[src/rtl/edm_gap_state_detector_pkg.sv]
// Shared gap-state encoding and default thresholds for the EDM gap state detector.
package edm_gap_pkg;

    typedef enum logic [1:0] {
        GAP_OPEN  = 2'b00,
        GAP_SPARK = 2'b01,
        GAP_SHORT = 2'b10,
        GAP_IDLE  = 2'b11
    } gap_state_t;

    localparam int SAMPLE_W     = 16;
    localparam int DEF_AVG_LOG2 = 3;
    localparam int DEF_V_OPEN   = 60;
    localparam int DEF_V_SHORT  = 10;
    localparam int DEF_I_SPARK  = 5;
    localparam int DEF_DEBOUNCE = 4;
    localparam int DEF_CNT_W    = 16;

endpackage

[src/rtl/edm_gap_state_detector_if.sv]
// Sample input, averages, gap state and statistics bundle of the gap state detector.
interface edm_gap_state_detector_if
    import edm_gap_pkg::*;
#(
    parameter int CNT_W = DEF_CNT_W
);
    logic                       sample_valid;
    logic signed [SAMPLE_W-1:0] sample_current;
    logic signed [SAMPLE_W-1:0] sample_voltage;
    logic                       clear_stats;
    logic signed [SAMPLE_W-1:0] avg_current;
    logic signed [SAMPLE_W-1:0] avg_voltage;
    logic                       avg_valid;
    gap_state_t                 gap_state;
    logic                       state_change;
    logic [CNT_W-1:0]           open_cnt;
    logic [CNT_W-1:0]           spark_cnt;
    logic [CNT_W-1:0]           short_cnt;
    logic [CNT_W-1:0]           idle_cnt;

    modport master (
        output sample_valid, sample_current, sample_voltage, clear_stats,
        input  avg_current, avg_voltage, avg_valid, gap_state, state_change,
               open_cnt, spark_cnt, short_cnt, idle_cnt
    );

    modport slave (
        input  sample_valid, sample_current, sample_voltage, clear_stats,
        output avg_current, avg_voltage, avg_valid, gap_state, state_change,
               open_cnt, spark_cnt, short_cnt, idle_cnt
    );
endinterface

[src/rtl/edm_gap_state_detector_window_averager.sv]
// Accumulate-and-dump averager over 2^AVG_LOG2 valid samples, floor-rounded.
module window_averager #(
    parameter int W        = 16,
    parameter int AVG_LOG2 = 3
) (
    input  logic                clk,
    input  logic                rst_n,
    input  logic                in_valid,
    input  logic signed [W-1:0] in_data,
    output logic signed [W-1:0] avg,
    output logic                avg_valid
);
    localparam int AW = W + AVG_LOG2;
    localparam int KW = (AVG_LOG2 > 0) ? AVG_LOG2 : 1;
    localparam int N  = 1 << AVG_LOG2;

    logic signed [AW-1:0] acc;
    logic signed [AW-1:0] sum_next;
    logic signed [W-1:0]  pend;
    logic [KW-1:0]        k;
    logic                 last;
    logic [1:0]           vld_pipe;

    assign sum_next  = acc + AW'(in_data);
    assign last      = (k == KW'(N - 1));
    assign avg_valid = vld_pipe[1];

    // The finished average is staged once so it lands one edge after the last sample.
    always_ff @(posedge clk) begin
        if (!rst_n) begin
            acc      <= '0;
            k        <= '0;
            pend     <= '0;
            avg      <= '0;
            vld_pipe <= '0;
        end else begin
            vld_pipe <= {vld_pipe[0], in_valid && last};
            if (in_valid) begin
                if (last) begin
                    pend <= W'(sum_next >>> AVG_LOG2);
                    acc  <= '0;
                    k    <= '0;
                end else begin
                    acc  <= sum_next;
                    k    <= k + 1'b1;
                end
            end
            if (vld_pipe[0])
                avg <= pend;
        end
    end
endmodule

[src/rtl/edm_gap_state_detector.sv]
// Window-averages gap current/voltage, classifies each window and debounces it into a gap state.
module edm_gap_state_detector
    import edm_gap_pkg::*;
#(
    parameter int AVG_LOG2 = DEF_AVG_LOG2,
    parameter int V_OPEN   = DEF_V_OPEN,
    parameter int V_SHORT  = DEF_V_SHORT,
    parameter int I_SPARK  = DEF_I_SPARK,
    parameter int DEBOUNCE = DEF_DEBOUNCE,
    parameter int CNT_W    = DEF_CNT_W
) (
    input  logic                      ad_clk,
    input  logic                      rst_n,
    edm_gap_state_detector_if.slave   bus
);
    logic signed [SAMPLE_W-1:0] avg_i;
    logic signed [SAMPLE_W-1:0] avg_v;
    logic                       vld_i;
    logic                       vld_v;

    window_averager #(.W(SAMPLE_W), .AVG_LOG2(AVG_LOG2)) u_avg_i (
        .clk(ad_clk), .rst_n(rst_n), .in_valid(bus.sample_valid),
        .in_data(bus.sample_current), .avg(avg_i), .avg_valid(vld_i)
    );

    window_averager #(.W(SAMPLE_W), .AVG_LOG2(AVG_LOG2)) u_avg_v (
        .clk(ad_clk), .rst_n(rst_n), .in_valid(bus.sample_valid),
        .in_data(bus.sample_voltage), .avg(avg_v), .avg_valid(vld_v)
    );

    gap_state_t       raw;
    gap_state_t       gap_state;
    gap_state_t       cand;
    gap_state_t       nxt_state;
    gap_state_t       nxt_cand;
    logic [3:0]       dcount;
    logic [3:0]       nxt_dcount;
    logic             nxt_change;
    logic             state_change;
    logic [CNT_W-1:0] cnt [4];

    always_comb begin
        if (avg_v >= V_OPEN)
            raw = GAP_OPEN;
        else if (avg_i >= I_SPARK && avg_v <= V_SHORT)
            raw = GAP_SHORT;
        else if (avg_i >= I_SPARK)
            raw = GAP_SPARK;
        else
            raw = GAP_IDLE;
    end

    always_comb begin
        nxt_state  = gap_state;
        nxt_cand   = cand;
        nxt_dcount = dcount;
        nxt_change = 1'b0;
        if (raw == gap_state) begin
            nxt_cand   = raw;
            nxt_dcount = '0;
        end else if (raw != cand) begin
            nxt_cand = raw;
            if (DEBOUNCE == 1) begin
                nxt_state  = raw;
                nxt_dcount = '0;
                nxt_change = 1'b1;
            end else begin
                nxt_dcount = 4'd1;
            end
        end else if (dcount + 4'd1 == 4'(DEBOUNCE)) begin
            nxt_state  = raw;
            nxt_dcount = '0;
            nxt_change = 1'b1;
        end else begin
            nxt_dcount = dcount + 4'd1;
        end
    end

    // FSM and statistics advance only on a fresh window; clear beats a coincident increment.
    always_ff @(posedge ad_clk) begin
        if (!rst_n) begin
            gap_state    <= GAP_OPEN;
            cand         <= GAP_OPEN;
            dcount       <= '0;
            state_change <= 1'b0;
            for (int s = 0; s < 4; s++) cnt[s] <= '0;
        end else begin
            state_change <= 1'b0;
            if (vld_i) begin
                gap_state    <= nxt_state;
                cand         <= nxt_cand;
                dcount       <= nxt_dcount;
                state_change <= nxt_change;
            end
            if (bus.clear_stats) begin
                for (int s = 0; s < 4; s++) cnt[s] <= '0;
            end else if (vld_i && cnt[nxt_state] != '1) begin
                cnt[nxt_state] <= cnt[nxt_state] + 1'b1;
            end
        end
    end

    assign bus.avg_current  = avg_i;
    assign bus.avg_voltage  = avg_v;
    assign bus.avg_valid    = vld_i & vld_v;
    assign bus.gap_state    = gap_state;
    assign bus.state_change = state_change;
    assign bus.open_cnt     = cnt[GAP_OPEN];
    assign bus.spark_cnt    = cnt[GAP_SPARK];
    assign bus.short_cnt    = cnt[GAP_SHORT];
    assign bus.idle_cnt     = cnt[GAP_IDLE];
endmodule

[src/flat_wrapper.sv]
// flat-port wrapper written by rule: the top's interface ports become plain ports
module edm_gap_state_detector_flat import edm_gap_pkg::*;
#(
    parameter int AVG_LOG2 = DEF_AVG_LOG2,
    parameter int V_OPEN   = DEF_V_OPEN,
    parameter int V_SHORT  = DEF_V_SHORT,
    parameter int I_SPARK  = DEF_I_SPARK,
    parameter int DEBOUNCE = DEF_DEBOUNCE,
    parameter int CNT_W    = DEF_CNT_W
)
  (ad_clk, rst_n, bus_sample_valid, bus_sample_current, bus_sample_voltage, bus_clear_stats, bus_avg_current, bus_avg_voltage, bus_avg_valid, bus_gap_state, bus_state_change, bus_open_cnt, bus_spark_cnt, bus_short_cnt, bus_idle_cnt);
  edm_gap_state_detector_if #(.CNT_W(CNT_W)) bus_i ();
  input  logic ad_clk;
  input  logic rst_n;
  input wire logic [$bits(bus_i.sample_valid)-1:0] bus_sample_valid;
  input wire logic [$bits(bus_i.sample_current)-1:0] bus_sample_current;
  input wire logic [$bits(bus_i.sample_voltage)-1:0] bus_sample_voltage;
  input wire logic [$bits(bus_i.clear_stats)-1:0] bus_clear_stats;
  output wire logic [$bits(bus_i.avg_current)-1:0] bus_avg_current;
  output wire logic [$bits(bus_i.avg_voltage)-1:0] bus_avg_voltage;
  output wire logic [$bits(bus_i.avg_valid)-1:0] bus_avg_valid;
  output wire logic [$bits(bus_i.gap_state)-1:0] bus_gap_state;
  output wire logic [$bits(bus_i.state_change)-1:0] bus_state_change;
  output wire logic [$bits(bus_i.open_cnt)-1:0] bus_open_cnt;
  output wire logic [$bits(bus_i.spark_cnt)-1:0] bus_spark_cnt;
  output wire logic [$bits(bus_i.short_cnt)-1:0] bus_short_cnt;
  output wire logic [$bits(bus_i.idle_cnt)-1:0] bus_idle_cnt;
  assign bus_i.sample_valid = bus_sample_valid;
  assign bus_i.sample_current = bus_sample_current;
  assign bus_i.sample_voltage = bus_sample_voltage;
  assign bus_i.clear_stats = bus_clear_stats;
  assign bus_avg_current = bus_i.avg_current;
  assign bus_avg_voltage = bus_i.avg_voltage;
  assign bus_avg_valid = bus_i.avg_valid;
  assign bus_gap_state = bus_i.gap_state;
  assign bus_state_change = bus_i.state_change;
  assign bus_open_cnt = bus_i.open_cnt;
  assign bus_spark_cnt = bus_i.spark_cnt;
  assign bus_short_cnt = bus_i.short_cnt;
  assign bus_idle_cnt = bus_i.idle_cnt;
  edm_gap_state_detector #(.AVG_LOG2(AVG_LOG2), .V_OPEN(V_OPEN), .V_SHORT(V_SHORT), .I_SPARK(I_SPARK), .DEBOUNCE(DEBOUNCE), .CNT_W(CNT_W)) u_core (.ad_clk(ad_clk), .rst_n(rst_n), .bus(bus_i));
endmodule
[config.mk]
export PLATFORM = sky130hd
export DESIGN_NAME = edm_gap_state_detector_flat
export DESIGN_NICKNAME = d
export VERILOG_FILES = /design/src/rtl/edm_gap_state_detector_pkg.sv /design/src/rtl/edm_gap_state_detector_if.sv /design/src/rtl/edm_gap_state_detector_window_averager.sv /design/src/rtl/edm_gap_state_detector.sv /design/src/flat_wrapper.sv
export SDC_FILE = /design/constraint.sdc
export NUM_CORES = 1
export LEC_CHECK = 0
export CORE_MARGIN = 3
export CORE_UTILIZATION = 55
export DETAILED_ROUTE_END_ITERATION = 10
export PLACE_DENSITY = 0.8
export SKIP_CTS_REPAIR_TIMING = 1
export SYNTH_ARGS = -nofsm -noshare
export SYNTH_HDL_FRONTEND = slang
export SYNTH_SLANG_ARGS = --single-unit
[constraint.sdc]
create_clock -name ad_clk -period 5.57 [get_ports ad_clk]
set_clock_uncertainty 0.15 [all_clocks]
set_input_delay 1.114 -clock ad_clk [delete_from_list [all_inputs] [get_ports ad_clk]]
set_output_delay 1.114 -clock ad_clk [all_outputs]
set_load 0.03 [all_outputs]
=== Yosys cells after proc, flatten, opt, wreduce, memory -nomap -nowiden ===
Memories as Yosys holds them, arrays and structs flattened.
Cells that the tools add are included.

* Add/subtract/negate cells: 6
* Reductions and logical operators: 10
* Equality and inequality tests: 6
* Mux-type cells: 31
* Bitwise logic cells: 7
* Order comparisons: 3

{| class="wikitable"
|+ Operators with widths
! kind !! count
|-
| 16-bit 2-to-1 mux || 5
|-
| 19-bit by 16-bit adder with 19-bit output || 2
|-
| 19-bit 2-to-1 mux || 2
|-
| 2-bit 2-to-1 mux || 9
|-
| 16-bit by 1-bit adder with 16-bit output, second input constant || 1
|-
| 16-bit by 4-bit >= comparator with 1-bit output, second input constant || 1
|-
| 16-bit by 7-bit >= comparator with 1-bit output, second input constant || 1
|-
| 16-bit by 5-bit <= comparator with 1-bit output, second input constant || 1
|-
| 16-bit inequality test, second input constant || 1
|-
| 16-bit OR reduction || 1
|-
| 4-bit 2-to-1 mux || 3
|-
| 1-bit 2-to-1 mux || 10
|-
| 3-bit by 1-bit adder with 3-bit output, second input constant || 2
|-
| 3-bit == test, second input constant || 2
|-
| 3-bit 2-to-1 mux || 2
|-
| 2-bit AND reduction || 3
|-
| 4-bit by 1-bit adder with 4-bit output, second input constant || 1
|-
| 4-bit by 3-bit == test with 1-bit output, second input constant || 1
|-
| 1-bit logical AND || 4
|-
| 1-bit bitwise OR || 4
|-
| 4-bit OR reduction || 1
|-
| 2-bit == test || 1
|-
| 2-bit inequality test || 1
|-
| 1-bit NOT || 2
|-
| 2 further kinds || 2
|}

* Bits of input ports: 36
* RAM bits: 64
* Register bits: 121
* Word-level logic and storage cells: 78
* Memories kept: 1

{| class="wikitable"
|+ Memories
! memory !! depth !! bits a word !! rd ports !! clocked after Yosys merged registers in !! write ports !! line !! source
|-
| u_core.cnt || 4 || 16 || 5 || 0 || 4 || edm_gap_state_detector.sv:40 || <nowiki>logic [CNT_W-1:0] cnt [4];</nowiki>
|}

=== Longest topological paths before layout ===
An unclocked memory read counts as a cell.

* Depth after elaboration: 16
* Mapped depth: 15
* Depth with buffers taken out: 14

=== Modules after synthesis ===
Synthesis repeated with hierarchy kept, for this count alone.

* Cell total of the unflattened synthesis: 1162
* Area, all modules: 10553.9 µm²

{| class="wikitable"
|+ Modules (own cells, without submodules)
! module !! area each (µm²) !! times used !! cells an instance
|-
| edm_gap_state_detector || 4503.1 || 1 || 458
|-
| window_averager at u_core.u_avg_i || 3044.2 || 1 || 359
|-
| window_averager at u_core.u_avg_v || 3006.6 || 1 || 345
|}

=== Worst setup path before layout ===
OpenSTA, ideal clock, no wires.

* Path type: register -> register
* Start point: register u_core.u_avg_v.avg[7]
* End point: memory u_core.cnt[0][0] (netlist name), enable pin
* Cell stages (with the launch flop): 15
* Slack: 1057 ps
* Arrival: 3991 ps
* Cells stage by stage: dfxtp_1 -> or4_4 -> nor4_4 -> a21oi_2 -> o31a_1 -> a32oi_4 -> buf_2 -> mux2i_1 -> mux2i_4 -> ha_1 -> nand3_2 -> nor2_4 -> a21o_2 -> buf_6 -> nand2_1

{| class="wikitable"
|+ RTL lines
! element !! line !! source
|-
| from (decl) || edm_gap_state_detector_window_averager.sv:10 || <nowiki>output logic signed [W-1:0] avg,</nowiki>
|-
| from (signal assigned) || edm_gap_state_detector_window_averager.sv:49 || <nowiki>avg <= pend;</nowiki>
|-
| to (decl) || edm_gap_state_detector.sv:40 ||
|}

==> flow_results.xml <==
<?xml version="1.0" encoding="UTF-8"?>
<metrics>
  <group name="cells_and_area">
    <metric name="multi_input_gate_area" unit="µm²">4910</metric>
    <metric name="final_cells" unit="">1360</metric>
    <metric name="nFillCells" unit="">1369</metric>
    <metric name="mostFrequentLayoutCells" unit="">174 x sky130_fd_sc_hd__nor2_1, 135 x sky130_fd_sc_hd__clkdlybuf4s50_1, 121 x sky130_fd_sc_hd__dfxtp_1, 88 x sky130_fd_sc_hd__nand2_1, 75 x sky130_fd_sc_hd__a21oi_1</metric>
    <metric name="finalNetCount" unit="">1208</metric>
    <metric name="finalInstanceArea" unit="µm²">11600</metric>
    <metric name="layout.cells.most_common" unit="">sky130_fd_sc_hd__nor2_1</metric>
    <metric name="area_growth_from_synthesis_to_final_layout" unit="%">21.2</metric>
    <metric name="final_layout_size_suffix_gt1_share" unit="%">6.75</metric>
    <metric name="seqCellArea" unit="µm²">4340</metric>
    <metric name="diodes" unit="">0</metric>
  </group>
  <group name="power_and_ir_drop">
    <metric name="power_switching_share" unit="%">29.2</metric>
    <metric name="total_leakage_power" unit="µW">0.00451</metric>
    <metric name="power_report.internal_total" unit="µW">2290</metric>
    <metric name="power-per-cell-area" unit="nW/µm²">278</metric>
    <metric name="p_total" unit="µW">3230</metric>
    <metric name="sequentialPowerShare" unit="%">46.2</metric>
    <metric name="clockPowerShare" unit="%">36.7</metric>
    <metric name="peakVddDrop" unit="V">0.000275</metric>
    <metric name="share_comb_of_total_power" unit="%">17.1</metric>
    <metric name="p_sw" unit="µW">944</metric>
  </group>
  <group name="timing">
    <metric name="timing.slew.headroom" unit="%">28.0</metric>
    <metric name="finalHoldViolations" unit="">0</metric>
    <metric name="fmaxAchievable" unit="GHz">0.191</metric>
    <metric name="setup_viol_count_final" unit="">0</metric>
    <metric name="max_slew.worst_pin.slew" unit="ns">1.08</metric>
    <metric name="setup-tns-final" unit="ns">0</metric>
    <metric name="rsz_0062_raised_after_global_routing" unit="">false</metric>
    <metric name="final-max-slew-violation-count" unit="">0</metric>
    <metric name="hold_slack" unit="ns">0.308</metric>
    <metric name="layout_worst_path_cycle_share" unit="%">93.9</metric>
    <metric name="final.min_clock_period" unit="ns">5.23</metric>
  </group>
  <group name="die">
    <metric name="floorplan.die.height" unit="µm">138</metric>
    <metric name="num_io_pins" unit="">136</metric>
    <metric name="start_util" unit="%">57.0</metric>
    <metric name="die_width" unit="µm">138</metric>
    <metric name="row_count" unit="">47</metric>
    <metric name="core-area" unit="µm²">16800</metric>
    <metric name="die_area" unit="µm²">19100</metric>
  </group>
  <group name="critical_path">
    <metric name="cp-end-kind" unit="">flop</metric>
    <metric name="worst-endpoint-required" unit="ns">5.44</metric>
    <metric name="cp.arrival" unit="ns">5.10</metric>
    <metric name="crit_type" unit="">reg2reg</metric>
    <metric name="setup.worst_path.start_class" unit="">flop</metric>
    <metric name="worstPathMaxFanout" unit="">16</metric>
  </group>
  <group name="synth">
    <metric name="synth_seq_area_share" unit="%">45.3</metric>
    <metric name="synth.distinct_cells" unit="">69</metric>
    <metric name="synth.ff_latch_count" unit="">185</metric>
    <metric name="netlist_instances" unit="">1010</metric>
    <metric name="syn_area" unit="µm²">9590</metric>
    <metric name="mean_area_per_synthesized_cell" unit="µm²">9.49</metric>
    <metric name="synth_enable_flop_cells" unit="">64</metric>
    <metric name="syn-num-nets" unit="">1091</metric>
    <metric name="synth-async-reset-ratio" unit="%">0</metric>
    <metric name="yosys_warnings" unit="">0</metric>
    <metric name="ys_dominant_reg_cell" unit="">sky130_fd_sc_hd__dfxtp_1</metric>
  </group>
  <group name="clock_tree">
    <metric name="tritoncts_clock_tree" unit="">yes</metric>
    <metric name="cts_max_path_buffers" unit="">2</metric>
    <metric name="total_clock_buffers_created_by_cts" unit="">17</metric>
    <metric name="clk_transition_reported_paths" unit="ns">0.08</metric>
    <metric name="clock-sinks" unit="">185</metric>
    <metric name="h_tree_level_count" unit="">4</metric>
    <metric name="clk_lat_worst_skew" unit="ns">0.44</metric>
    <metric name="clockRootBuffer" unit="">sky130_fd_sc_hd__clkbuf_16</metric>
  </group>
  <group name="route">
    <metric name="postRouteAntennaNets" unit="">0</metric>
    <metric name="avgViaCountPerCell" unit="">5.77</metric>
    <metric name="drt_pre_antenna_iters" unit="">5</metric>
    <metric name="routedWlPerCell" unit="µm">17.8</metric>
    <metric name="vias" unit="">7849</metric>
    <metric name="detail_route.iter0.violations" unit="">703</metric>
    <metric name="routed_wl" unit="µm">24300</metric>
    <metric name="drc" unit="">0</metric>
  </group>
  <group name="global_route">
    <metric name="globalRoute.totalOverflow" unit="">0</metric>
    <metric name="grt_max_degree" unit="">105</metric>
    <metric name="grt_antenna_before_repair" unit="">0</metric>
    <metric name="globalRouteTotalUtil" unit="%">25.3</metric>
    <metric name="first_global_vias" unit="">7638</metric>
    <metric name="wire_length_of_the_first_global_routing_pass" unit="µm">39600</metric>
  </group>
  <group name="placement">
    <metric name="post-dp-hpwl" unit="µm">17400</metric>
    <metric name="dpl.cell_count" unit="">1328</metric>
    <metric name="dpl-instance-area" unit="µm²">11000</metric>
    <metric name="placement.io_buffers" unit="">135</metric>
    <metric name="gpl.final_weighted_congestion" unit="">0.945</metric>
  </group>
  <group name="outcome">
    <metric name="status" unit="">completed</metric>
  </group>
  <group name="job">
    <metric name="maxCapViolations" unit="">0</metric>
  </group>
  <group name="hold_path">
    <metric name="hold_class" unit="">reg2reg</metric>
  </group>
</metrics>
worst max-delay path: stages (launching register included):
cell	delay (ns)
sky130_fd_sc_hd__dfxtp_1	0.36
sky130_fd_sc_hd__o21ai_0	0.13
sky130_fd_sc_hd__a41oi_1	0.78
sky130_fd_sc_hd__nand3_1	0.17
sky130_fd_sc_hd__o31a_1	0.31
sky130_fd_sc_hd__a32oi_4	0.68
sky130_fd_sc_hd__buf_4	0.36
sky130_fd_sc_hd__mux2i_1	0.27
sky130_fd_sc_hd__mux2_2	0.20
sky130_fd_sc_hd__nand3_1	0.19
sky130_fd_sc_hd__nor3_2	0.33
sky130_fd_sc_hd__a21o_2	0.37
sky130_fd_sc_hd__nand2_1	0.49
metal layers:
layer	part of all wire [%]	wire length (µm)	vias to the layer above	global-route usage (%)
li1	-	-	3807	-
met1	44	10700	3719	33.2
met2	47	11500	271	41.1
met3	6.3	1520	52	6.84
met4	2.3	562	0	8.22
met5	0	0	-	0
kinds of logic (layout without fill, tap and decap cells):
group | count (synthesis) | after routing | synth area share, %
compound gates | 199 | 199 | 13.5
xor+xnor | 45 | 45 | 4.11
fa+ha+maj | 45 | 45 | 6.03
buf+inv | 73 | 203 | 3.48
flops | 185 | 185 | 45.3
mux | 82 | 82 | 9.40
simple gates | 381 | 381 | 18.2
path summary, 6_finish.rpt:
| check | slack (ns) | start | cells after the start | endpoint |
|---|---|---|---|---|
| worst max-delay path | 0.34 | u_core.u_avg_i.avg[0] | 12 | u_core.cnt[3][3] |
| worst min-delay path | 0.31 | u_core.u_avg_v.pend[8] | 2 | u_core.u_avg_v.pend[8] |
| worst max register to register | 0.34 | u_core.u_avg_i.avg[0] | 12 | u_core.cnt[3][3] |
| worst min register to register | 0.31 | u_core.u_avg_v.pend[8] | 2 | u_core.u_avg_v.pend[8] |
final cells by class:
cell class | instances | share of cell area (%)
flip-flops and latches | 185 | 37.4
clock inverters | 15 | 1.30
well taps | 220 | 2.37
inverters | 28 | 0.915
multi-input cells | 752 | 42.2
repair buffers | 143 | 12.1
clock buffers | 17 | 3.66
cell usage after synthesis, types with 4 or more instances:
master	instances	share of area, %
sky130_fd_sc_hd__a211oi_1	8	0.63
sky130_fd_sc_hd__a21o_1	12	0.94
sky130_fd_sc_hd__a21o_2	4	0.37
sky130_fd_sc_hd__a21oi_1	75	3.9
sky130_fd_sc_hd__a22oi_1	17	1.3
sky130_fd_sc_hd__a31oi_1	12	0.78
sky130_fd_sc_hd__and2_1	14	0.91
sky130_fd_sc_hd__and3_1	8	0.52
sky130_fd_sc_hd__buf_6	7	0.82
sky130_fd_sc_hd__clkbuf_1	32	1.3
sky130_fd_sc_hd__dfxtp_1	121	25
sky130_fd_sc_hd__edfxtp_1	64	20
sky130_fd_sc_hd__ha_1	43	5.6
sky130_fd_sc_hd__inv_1	27	1.1
sky130_fd_sc_hd__mux2_2	7	0.82
sky130_fd_sc_hd__mux2i_1	68	7.1
sky130_fd_sc_hd__nand2_1	88	3.4
sky130_fd_sc_hd__nand2b_1	12	0.78
sky130_fd_sc_hd__nand3_1	21	1.1
sky130_fd_sc_hd__nor2_1	174	6.8
sky130_fd_sc_hd__nor2b_1	13	0.85
sky130_fd_sc_hd__nor3_1	18	0.94
sky130_fd_sc_hd__o21ai_0	21	1.1
sky130_fd_sc_hd__o21bai_1	4	0.31
sky130_fd_sc_hd__o2bb2ai_1	6	0.55
sky130_fd_sc_hd__o31ai_1	13	1.0
sky130_fd_sc_hd__o41ai_1	4	0.37
sky130_fd_sc_hd__or2_2	5	0.33
sky130_fd_sc_hd__or3_1	5	0.33
sky130_fd_sc_hd__xnor2_1	33	3.0
sky130_fd_sc_hd__xor2_1	12	1.1
power groups by stage:
stage	Clock (µW)	Sequential (µW)	Combinational (µW)
2_1_floorplan	0	1550	358
3_3_place_gp	0	1520	536
3_5_place_dp	0	1520	544
4_1_cts	1200	1490	551
5_1_grt	1260	1500	611
6_report	1190	1490	552
per-stage QoR:
stage	util (%)	setup slack, ns
final	69.1	0.339
after CTS	69.1	0.420
after floorplan	-	1.06
after global placement	65.7	0.636
after detailed placement	65.7	0.503
after global routing	69.1	0.00637
sequential cells by signal, indices dropped and copies added, names as in the netlist:
name	flops
u_core.bus.gap_state	2
u_core.bus.state_change	1
u_core.cand	2
u_core.cnt	64
u_core.dcount	4
u_core.u_avg_i.acc	19
u_core.u_avg_i.avg	16
u_core.u_avg_i.k	3
u_core.u_avg_i.pend	16
u_core.u_avg_i.vld_pipe	2
u_core.u_avg_v.acc	19
u_core.u_avg_v.avg	16
u_core.u_avg_v.k	3
u_core.u_avg_v.pend	16
u_core.u_avg_v.vld_pipe	2
No activity file was read; power rests on OpenSTA's default activity.
